## src/rtl/scan_decoder.sv

```systemverilog
// ---------------------------------------------------------------------------
// scan_decoder
//   Registered one-hot row decoder with two modes.
//   - Scan mode (mode=0): walks rows 0..ROWS-1, holding each for DWELL cycles.
//   - Direct mode (mode=1): decodes addr; out-of-range addresses blank output.
//   Drives row-select lines of the LED matrix; usable as a generic decoder.
//
// Parameters
//   ROWS  : number of one-hot outputs (>= 2, any value)
//   N     : width of addr / row index
//   DWELL : cycles each row stays selected in scan mode (>= 1)
//
// Ports
//   clk   in            system clock, posedge
//   rst   in            synchronous active-high reset
//   ena   in            enable; low blanks out and freezes scan state
//   mode  in            0 = scan, 1 = direct
//   addr  in  [N-1:0]   row to select in direct mode
//   out   out [ROWS-1:0] registered one-hot row select (zero when inactive)
//   row   out [N-1:0]   registered index of the selected row
//   wrap  out           one-cycle pulse when scan returns to row 0
// ---------------------------------------------------------------------------
module scan_decoder #(
    parameter int ROWS  = 8,
    parameter int N     = $clog2(ROWS),
    parameter int DWELL = 4
) (
    input  logic            clk,
    input  logic            rst,
    input  logic            ena,
    input  logic            mode,
    input  logic [N-1:0]    addr,
    output logic [ROWS-1:0] out,
    output logic [N-1:0]    row,
    output logic            wrap
);

    localparam int CW = (DWELL > 1) ? $clog2(DWELL) : 1;

    localparam int            LAST_ROW_I = ROWS - 1;
    localparam logic [N-1:0]  LAST_ROW   = LAST_ROW_I[N-1:0];
    localparam int            LAST_CNT_I = DWELL - 1;
    localparam logic [CW-1:0] LAST_CNT   = LAST_CNT_I[CW-1:0];
    // One extra bit so ROWS itself is representable when ROWS is a power of two.
    localparam logic [N:0]    ROWS_EXT   = ROWS[N:0];

    logic [N-1:0]    row_q,    row_d;
    logic [CW-1:0]   cnt_q,    cnt_d;
    logic            active_q, active_d;
    logic            wrap_q,   wrap_d;
    logic [ROWS-1:0] out_q,    out_d;

    always_comb begin
        row_d    = row_q;
        cnt_d    = cnt_q;
        active_d = active_q;
        wrap_d   = 1'b0;

        if (!ena) begin
            active_d = 1'b0;
        end else if (!active_q) begin
            // First enabled edge: show the held row for a full dwell.
            active_d = 1'b1;
            cnt_d    = '0;
        end else if (mode) begin
            cnt_d = '0;
            if ({1'b0, addr} < ROWS_EXT) begin
                row_d = addr;
            end else begin
                active_d = 1'b0;
            end
        end else if (cnt_q == LAST_CNT) begin
            cnt_d = '0;
            if (row_q == LAST_ROW) begin
                row_d  = '0;
                wrap_d = 1'b1;
            end else begin
                row_d = row_q + 1'b1;
            end
        end else begin
            cnt_d = cnt_q + 1'b1;
        end

        // Decode from next-state so out is registered alongside row/active.
        out_d = '0;
        for (int i = 0; i < ROWS; i++) begin
            out_d[i] = active_d && (row_d == i[N-1:0]);
        end
    end

    always_ff @(posedge clk) begin
        if (rst) begin
            row_q    <= '0;
            cnt_q    <= '0;
            active_q <= 1'b0;
            wrap_q   <= 1'b0;
            out_q    <= '0;
        end else begin
            row_q    <= row_d;
            cnt_q    <= cnt_d;
            active_q <= active_d;
            wrap_q   <= wrap_d;
            out_q    <= out_d;
        end
    end

    assign out  = out_q;
    assign row  = row_q;
    assign wrap = wrap_q;

endmodule
```

## config.mk

```make
export PLATFORM = sky130hd
export DESIGN_NAME = scan_decoder
export DESIGN_NICKNAME = d
export VERILOG_FILES = /design/src/rtl/scan_decoder.sv
export SDC_FILE = /design/constraint.sdc
export NUM_CORES = 1
export LEC_CHECK = 0
export CORE_ASPECT_RATIO = 1.1
export CORE_MARGIN = 2
export CORE_UTILIZATION = 45
export CTS_BUF_LIST = sky130_fd_sc_hd__clkbuf_4 sky130_fd_sc_hd__clkbuf_8 sky130_fd_sc_hd__clkbuf_16
export CTS_CLUSTER_SIZE = 24
export DETAILED_ROUTE_END_ITERATION = 16
export PLACE_DENSITY = 0.85
export SKIP_LAST_GASP = 1
export SYNTH_ARGS = -nofsm -noshare
export SYNTH_HDL_FRONTEND = slang
export SYNTH_SLANG_ARGS = --single-unit
```

## constraint.sdc

```tcl
create_clock -name clk -period 2.8 [get_ports clk]
set_input_delay 0.28 -clock clk [delete_from_list [all_inputs] [get_ports clk]]
set_output_delay 0.28 -clock clk [all_outputs]
set_load 0.01 [all_outputs]
```

==> results_dict.tcl, run 1 <==
set metrics [dict create \
    worstPathRequired_ns 2.98 \
    tritoncts "yes" \
    io_pins 19 \
    drtIter0Drc 14 \
    yosys.area_share.simple_pct 26.5 \
    status "finished clean" \
    first_pass_iters 4 \
    min_period_ns 1.90 \
    die_x_um 40.2 \
    drive_gt1_share_pct 12.0 \
    drt-total-wl_mm 1.27 \
    nets 94 \
    synthCells 64 \
    grt_pass1_vias 492 \
    grt_usage_pct 16.9 \
    clock_skew_ns 0.00504 \
    drc_errors 0 \
    synth_top_family_by_area "simple AND/OR/NAND/NOR gates" \
    cts_buffers 3 \
    gp_congestion 0.794 \
    die_h_um 43.8 \
    postCtsSetupBuffers 0 \
    fmax_mhz 528 \
    synth_seq_cells 15 \
    slew_violations 0 \
    ant_nets 0 \
    most-common-layout-cells "18 x clkdlybuf4s50_1, 15 x dfxtp_1, 5 x nand2_1" \
    overflow 0 \
    clk_latency_ns 0.30 \
    grt_start_max_net_pins 11 \
    synth_compound_area_share_pct 15.3 \
    tightest_slew_ns 0.393 \
    antenna_found_initial 0 \
    cts_resized 0 \
    min_path_type "register to register" \
    htreeDepth 1 \
    final_common_cell "clkdlybuf4s50_1" \
    cts_buffer_depth 2 \
    synthAdderAreaFrac_pct 5.80 \
    p_leak_nw 0.317 \
    avgViaCountPerCell 5.72 \
    fp.coreArea_um2 1350 \
    grt_setup_unrepaired "false" \
    p_per_area_nw_per_um2 466 \
    yosysTopAreaCellShare_pct 46.4 \
    synth_xor_xnor_area_share_pct 0 \
    synthDistinctLibCells 29 \
    yosysWarningCount 0 \
    io_buffers 18 \
    crit_path_start_kind "register" \
    syn2layout_area_growth_pct 31.9 \
    tns_ns 0 \
    end_kind "register" \
    hold_viol 0 \
    antenna_cells 0 \
    relSlewSlack_pct 73.7 \
    setup-violations-final 0 \
    synth_top_area_cell "dfxtp_1" \
    design_power_total_mw 0.397 \
    hold_buffers 0 \
    clk_pin_slew_ns 0.10 \
    crit_fanout 8 \
    post-route-period-util_pct 67.7 \
    wire_per_inst_um 12.8 \
    die_area_um2 1760 \
    yosys-top-cells-area "dfxtp_1 46%, ha_1 5.8%, nor3b_1 4.6%, nor3_1 3.1%, nand2_1 2.9%" \
    clock-root-buffer "clkbuf_4" \
    cts_sinks 15 \
    rows 14 \
    vias 566 \
    irDropWorstVdd_v 0.000297 \
    fillCellCount 117 \
    cp_data_arrival_time_ns 2.08 \
    final_util_pct 63.3 \
    cap_violations 0 \
    syn_area_per_cell_um2 10.1 \
    syn_nets 74 \
    seq_area_frac_synth_pct 46.4 \
    instances_no_fill 99 \
    crit_type "register to register" \
    grt_pass1_wl_mm 2.01 \
    hpwlAfterDp_um 898 \
    dpl.cell_count 95 \
    start_util_pct 48.0 \
    synth_mux_area_share_pct 1.55 \
    synth_area_um2 647 \
]
-- flip-flops by register name, indices dropped and copies added (netlist names) --
register and count:
wrap 1, cnt_q 2, row 3, out 8
active_q 1
-- cell type report --
type	instances	area [µm²]	share of cell area, %
Clock buffer	3	22.5	2.64
Clock inverter	1	5.00	0.587
Inverter	2	7.51	0.880
Multi-Input combinational cell	44	318	37.2
Sequential cell	15	300	35.2
Tap cell	16	20.0	2.35
Timing Repair Buffer	18	180	21.1
-- cell usage after synthesis --
library cell,instances
nand3_1,1
nand2_1,5
a21oi_1,2
o221ai_1,1
a2111oi_1,1
nor3_1,4
mux2i_1,1
buf_6,1
buf_2,2
nand2b_1,3
or4b_4,1
o22ai_1,1
a211o_1,1
a211oi_2,1
inv_1,2
nor3b_1,4
and2_1,1
nand4_1,2
and3_1,1
o21ai_2,1
nor2b_1,1
nand2b_4,1
dfxtp_1,15
a221oi_1,1
nor4b_1,1
a21oi_2,2
ha_1,3
o21a_1,1
nor2_1,3
-- stage by stage --
| stage | worst slack (ns) | area, µm² | hold slack [ns] |
|---|---|---|---|
| finish | 0.905 | 853 | 0.479 |
| global route | 0.855 | 853 | 0.515 |
| CTS | 0.908 | 853 | 0.479 |
| detailed placement | 0.807 | 826 | 0.463 |
| global placement | 0.865 | 826 | 0.461 |
| floorplan | 1.00 | 647 | 0.349 |
-- per-layer routing --
layer,vias to the layer above,part of all wire (%),track usage [%]
li1,272,-,-
met1,269,44,21.0
met2,20,47,25.2
met3,5,5.8,1.54
met4,0,3.6,14.5
met5,-,0,0
-- path summary, 6_finish.rpt --
kind | slack, ns | to | from | cells past startpoint
setup / recovery | 0.90 | out[6]$_SDFF_PP0_ | row[0]$_SDFF_PP0_ | 6
hold reg to reg | 0.48 | cnt_q[1]$_SDFFE_PP0P_ | cnt_q[1]$_SDFFE_PP0P_ | 2
setup reg to reg | 0.90 | out[6]$_SDFF_PP0_ | row[0]$_SDFF_PP0_ | 6
hold / removal | 0.48 | cnt_q[1]$_SDFFE_PP0P_ | cnt_q[1]$_SDFFE_PP0P_ | 2
-- worst max-delay path: stages (launching register included) --
cell and delay (ns):
dfxtp_1 0.37, ha_1 0.22, ha_1 0.20, or4b_4 0.54, a21oi_2 0.19, a21oi_2 0.09, nor3b_1 0.16
-- cells by family (layout without fill, tap and decap cells) --
group | Yosys count | count (layout)
adder cells (fa/ha/maj) | 3 | 3
AND/OR/NAND/NOR | 28 | 28
multiplexers | 1 | 1
AO/OA/AOI/OAI | 12 | 12
flip-flops | 15 | 15
buffers and inverters | 5 | 24
-- report_power, final --
part,switching [mW],internal (mW)
Sequential,0.00410,0.218
Combinational,0.0205,0.0228
Clock,0.0788,0.0534
Total,0.103,0.294
(Power assumes the default switching activity.)
==> run 2: changes to the inputs <==
--- a/config.mk
+++ b/config.mk
@@ -7,11 +7,11 @@
 export LEC_CHECK = 0
 export CORE_ASPECT_RATIO = 1.1
 export CORE_MARGIN = 2
-export CORE_UTILIZATION = 45
+export CORE_UTILIZATION = 44
 export CTS_BUF_LIST = sky130_fd_sc_hd__clkbuf_4 sky130_fd_sc_hd__clkbuf_8 sky130_fd_sc_hd__clkbuf_16
 export CTS_CLUSTER_SIZE = 24
 export DETAILED_ROUTE_END_ITERATION = 16
-export PLACE_DENSITY = 0.85
+export PLACE_DENSITY = 0.83
 export SKIP_LAST_GASP = 1
 export SYNTH_ARGS = -nofsm -noshare
 export SYNTH_HDL_FRONTEND = slang
==> constraint.sdc (replaced) <==
create_clock -name clk -period 1.8 [get_ports clk]
set_input_delay 0.18 -clock clk [delete_from_list [all_inputs] [get_ports clk]]
set_output_delay 0.18 -clock clk [all_outputs]
set_load 0.01 [all_outputs]
==> run 2 against run 1 <==
  * Global-route usage rose by 1.7 points
  * Design area grew 13%
  * Sequential power up 55%
  * Final cell count is 10% higher
  * Non-clock buffer count increased by 10
  * Count of clock-buffer cells in the layout is the same
  * Utilization is 7.3 points higher
==> results_dict.tcl, run 2 (same netlist as run 1, synthesis figures left out) <==
set metrics [dict create \
    status "finished clean" \
    worstPathRequired_ns 1.98 \
    crit_chain "ha_2, ha_2, or4b_4, a21oi_4, a21oi_4, nor3b_2" \
    nets 104 \
    clk_latency_ns 0.29 \
    fp.coreArea_um2 1370 \
    setup_slack_ns 0.0460 \
    final_util_pct 70.6 \
    syn2layout_area_growth_pct 49.1 \
    most-common-layout-cells "18 x clkdlybuf4s50_1, 14 x dfxtp_1, 10 x buf_4" \
    hold_viol 0 \
    hpwlAfterDp_um 992 \
    antenna_cells 0 \
    antenna_found_initial 0 \
    largest_reg_flops 8 \
    crit_family "simple AND/OR/NAND/NOR gates" \
    io_pins 19 \
    r2r_cells 6 \
    clock_skew_ns 0.000866 \
    final_common_cell "clkdlybuf4s50_1" \
    cts_buffers 3 \
    gp_congestion 0.736 \
    drive_gt1_share_pct 28.0 \
    start_util_pct 47.3 \
    r2r-start "row[0]$_SDFF_PP0_" \
    crit_type "register to register" \
    grt_usage_pct 18.6 \
    setup-violations-final 0 \
    cap_violations 0 \
    post-route-period-util_pct 97.4 \
    wire_per_inst_um 12.7 \
    cp_data_arrival_time_ns 1.93 \
    die_area_um2 1790 \
    clk_pin_slew_ns 0.09 \
    htreeDepth 1 \
    crit_buf_inv 0 \
    vias 584 \
    grt_pass1_vias 525 \
    rows 14 \
    overflow 0 \
    crit_path_start_kind "register" \
    slew_violations 0 \
    avgViaCountPerCell 5.36 \
    cts_buffer_depth 2 \
    relSlewSlack_pct 72.3 \
    end_kind "register" \
    die_x_um 40.6 \
    drtIter0Drc 5 \
    fmax_mhz 570 \
    drt-total-wl_mm 1.38 \
    die_h_um 44.2 \
    slowest_stage "or4b_4" \
    ant_nets 0 \
    crit_start "row[0]$_SDFF_PP0_" \
    tritoncts "yes" \
    grt_setup_unrepaired "false" \
    critical-path-max-stage-delay_ns 0.53 \
    grt_start_max_net_pins 10 \
    tightest_slew_ns 0.415 \
    io_buffers 18 \
    cp_num_cells 6 \
    p_per_area_nw_per_um2 646 \
    cts_sinks 15 \
    first_pass_iters 4 \
    post-place-ws_ns -0.00280 \
    grt_pass1_wl_mm 2.19 \
    min_path_type "register to register" \
    r2r-end "out[6]$_SDFF_PP0_" \
    p_leak_nw 0.366 \
    irDropWorstVdd_v 0.000476 \
    min_period_ns 1.75 \
    crit_path_end "out[6]$_SDFF_PP0_" \
    rrSetupSlack_ns 0.05 \
    drc_errors 0 \
    clock-root-buffer "clkbuf_4" \
    crit_fanout 8 \
]
-- run 2: cell count changes in the layout (fill, tap and decap cells not counted), moves of 2 or more --
cell	change
ha_1	-2
buf_4	+10
nor3_1	-2
a21oi_2	-2
ha_2	+2
a21oi_4	+2
nor3_2	+2
-- run 2: power by group --
part / internal [mW] / leakage, nW / switching (mW)
combinational: 0.0464 / 0.226 / 0.0389
clock: 0.0828 / 0.0177 / 0.111
sequential: 0.339 / 0.122 / 0.00512
total: 0.468 / 0.366 / 0.155
-- run 2: stage by stage --
step	hold slack [ns]	instances	power (mW)	instance area (µm²)	setup TNS (ns)
4_1_cts	0.482	107	0.627	926	0
3_5_place_dp	0.471	103	0.430	886	-0.00280
5_1_grt	0.533	109	0.653	965	0
6_report	0.476	109	0.623	965	0
2_1_floorplan	0.249	64	0.391	647	0
3_3_place_gp	0.460	103	0.429	886	0
-- run 2: cell type report --
type                       instances  area [µm²]
clock buffer                       3        22.5
clock inverter                     1        5.00
fill                             100         402
inverter                           2        7.51
multi-input combinational         44         353
sequential                        15         302
tap                               16        20.0
timing repair buffer              28         255
-- run 2: worst min-delay path: stages, from the launching register on --
cell      delay [ns]
dfxtp_1         0.32
nand2b_1        0.06
a21oi_1         0.05
-- run 2: per-layer routing --
metal | part of all wire [%] | routed length, µm | vias to the layer above | track usage [%]
li1 | - | - | 289 | -
met1 | 47 | 645 | 281 | 22.9
met2 | 47 | 651 | 11 | 27.0
met3 | 3.6 | 49 | 3 | 4.52
met4 | 2.4 | 33 | 0 | 14.0
met5 | 0 | 0 | - | 0
-- run 2: repair_timing --
item	CTS	global route
pin swaps	1	2
gates resized for setup	2	6
setup buffers	0	2
endpoints found under the setup margin	2	6
hold buffers	0	0
-- run 2: how the worst min path moves through the flow --
stage,start,to,slack (ns),depth (start not counted)
final,cnt_q[1]$_SDFFE_PP0P_,cnt_q[1]$_SDFFE_PP0P_,0.48,2
after global routing,cnt_q[1]$_SDFFE_PP0P_,cnt_q[1]$_SDFFE_PP0P_,0.53,2
after CTS,cnt_q[1]$_SDFFE_PP0P_,cnt_q[1]$_SDFFE_PP0P_,0.48,2
after detailed placement,cnt_q[1]$_SDFFE_PP0P_,cnt_q[1]$_SDFFE_PP0P_,0.47,2
after global placement,cnt_q[1]$_SDFFE_PP0P_,cnt_q[1]$_SDFFE_PP0P_,0.46,2
after floorplan,rst,cnt_q[1]$_SDFFE_PP0P_,0.25,1
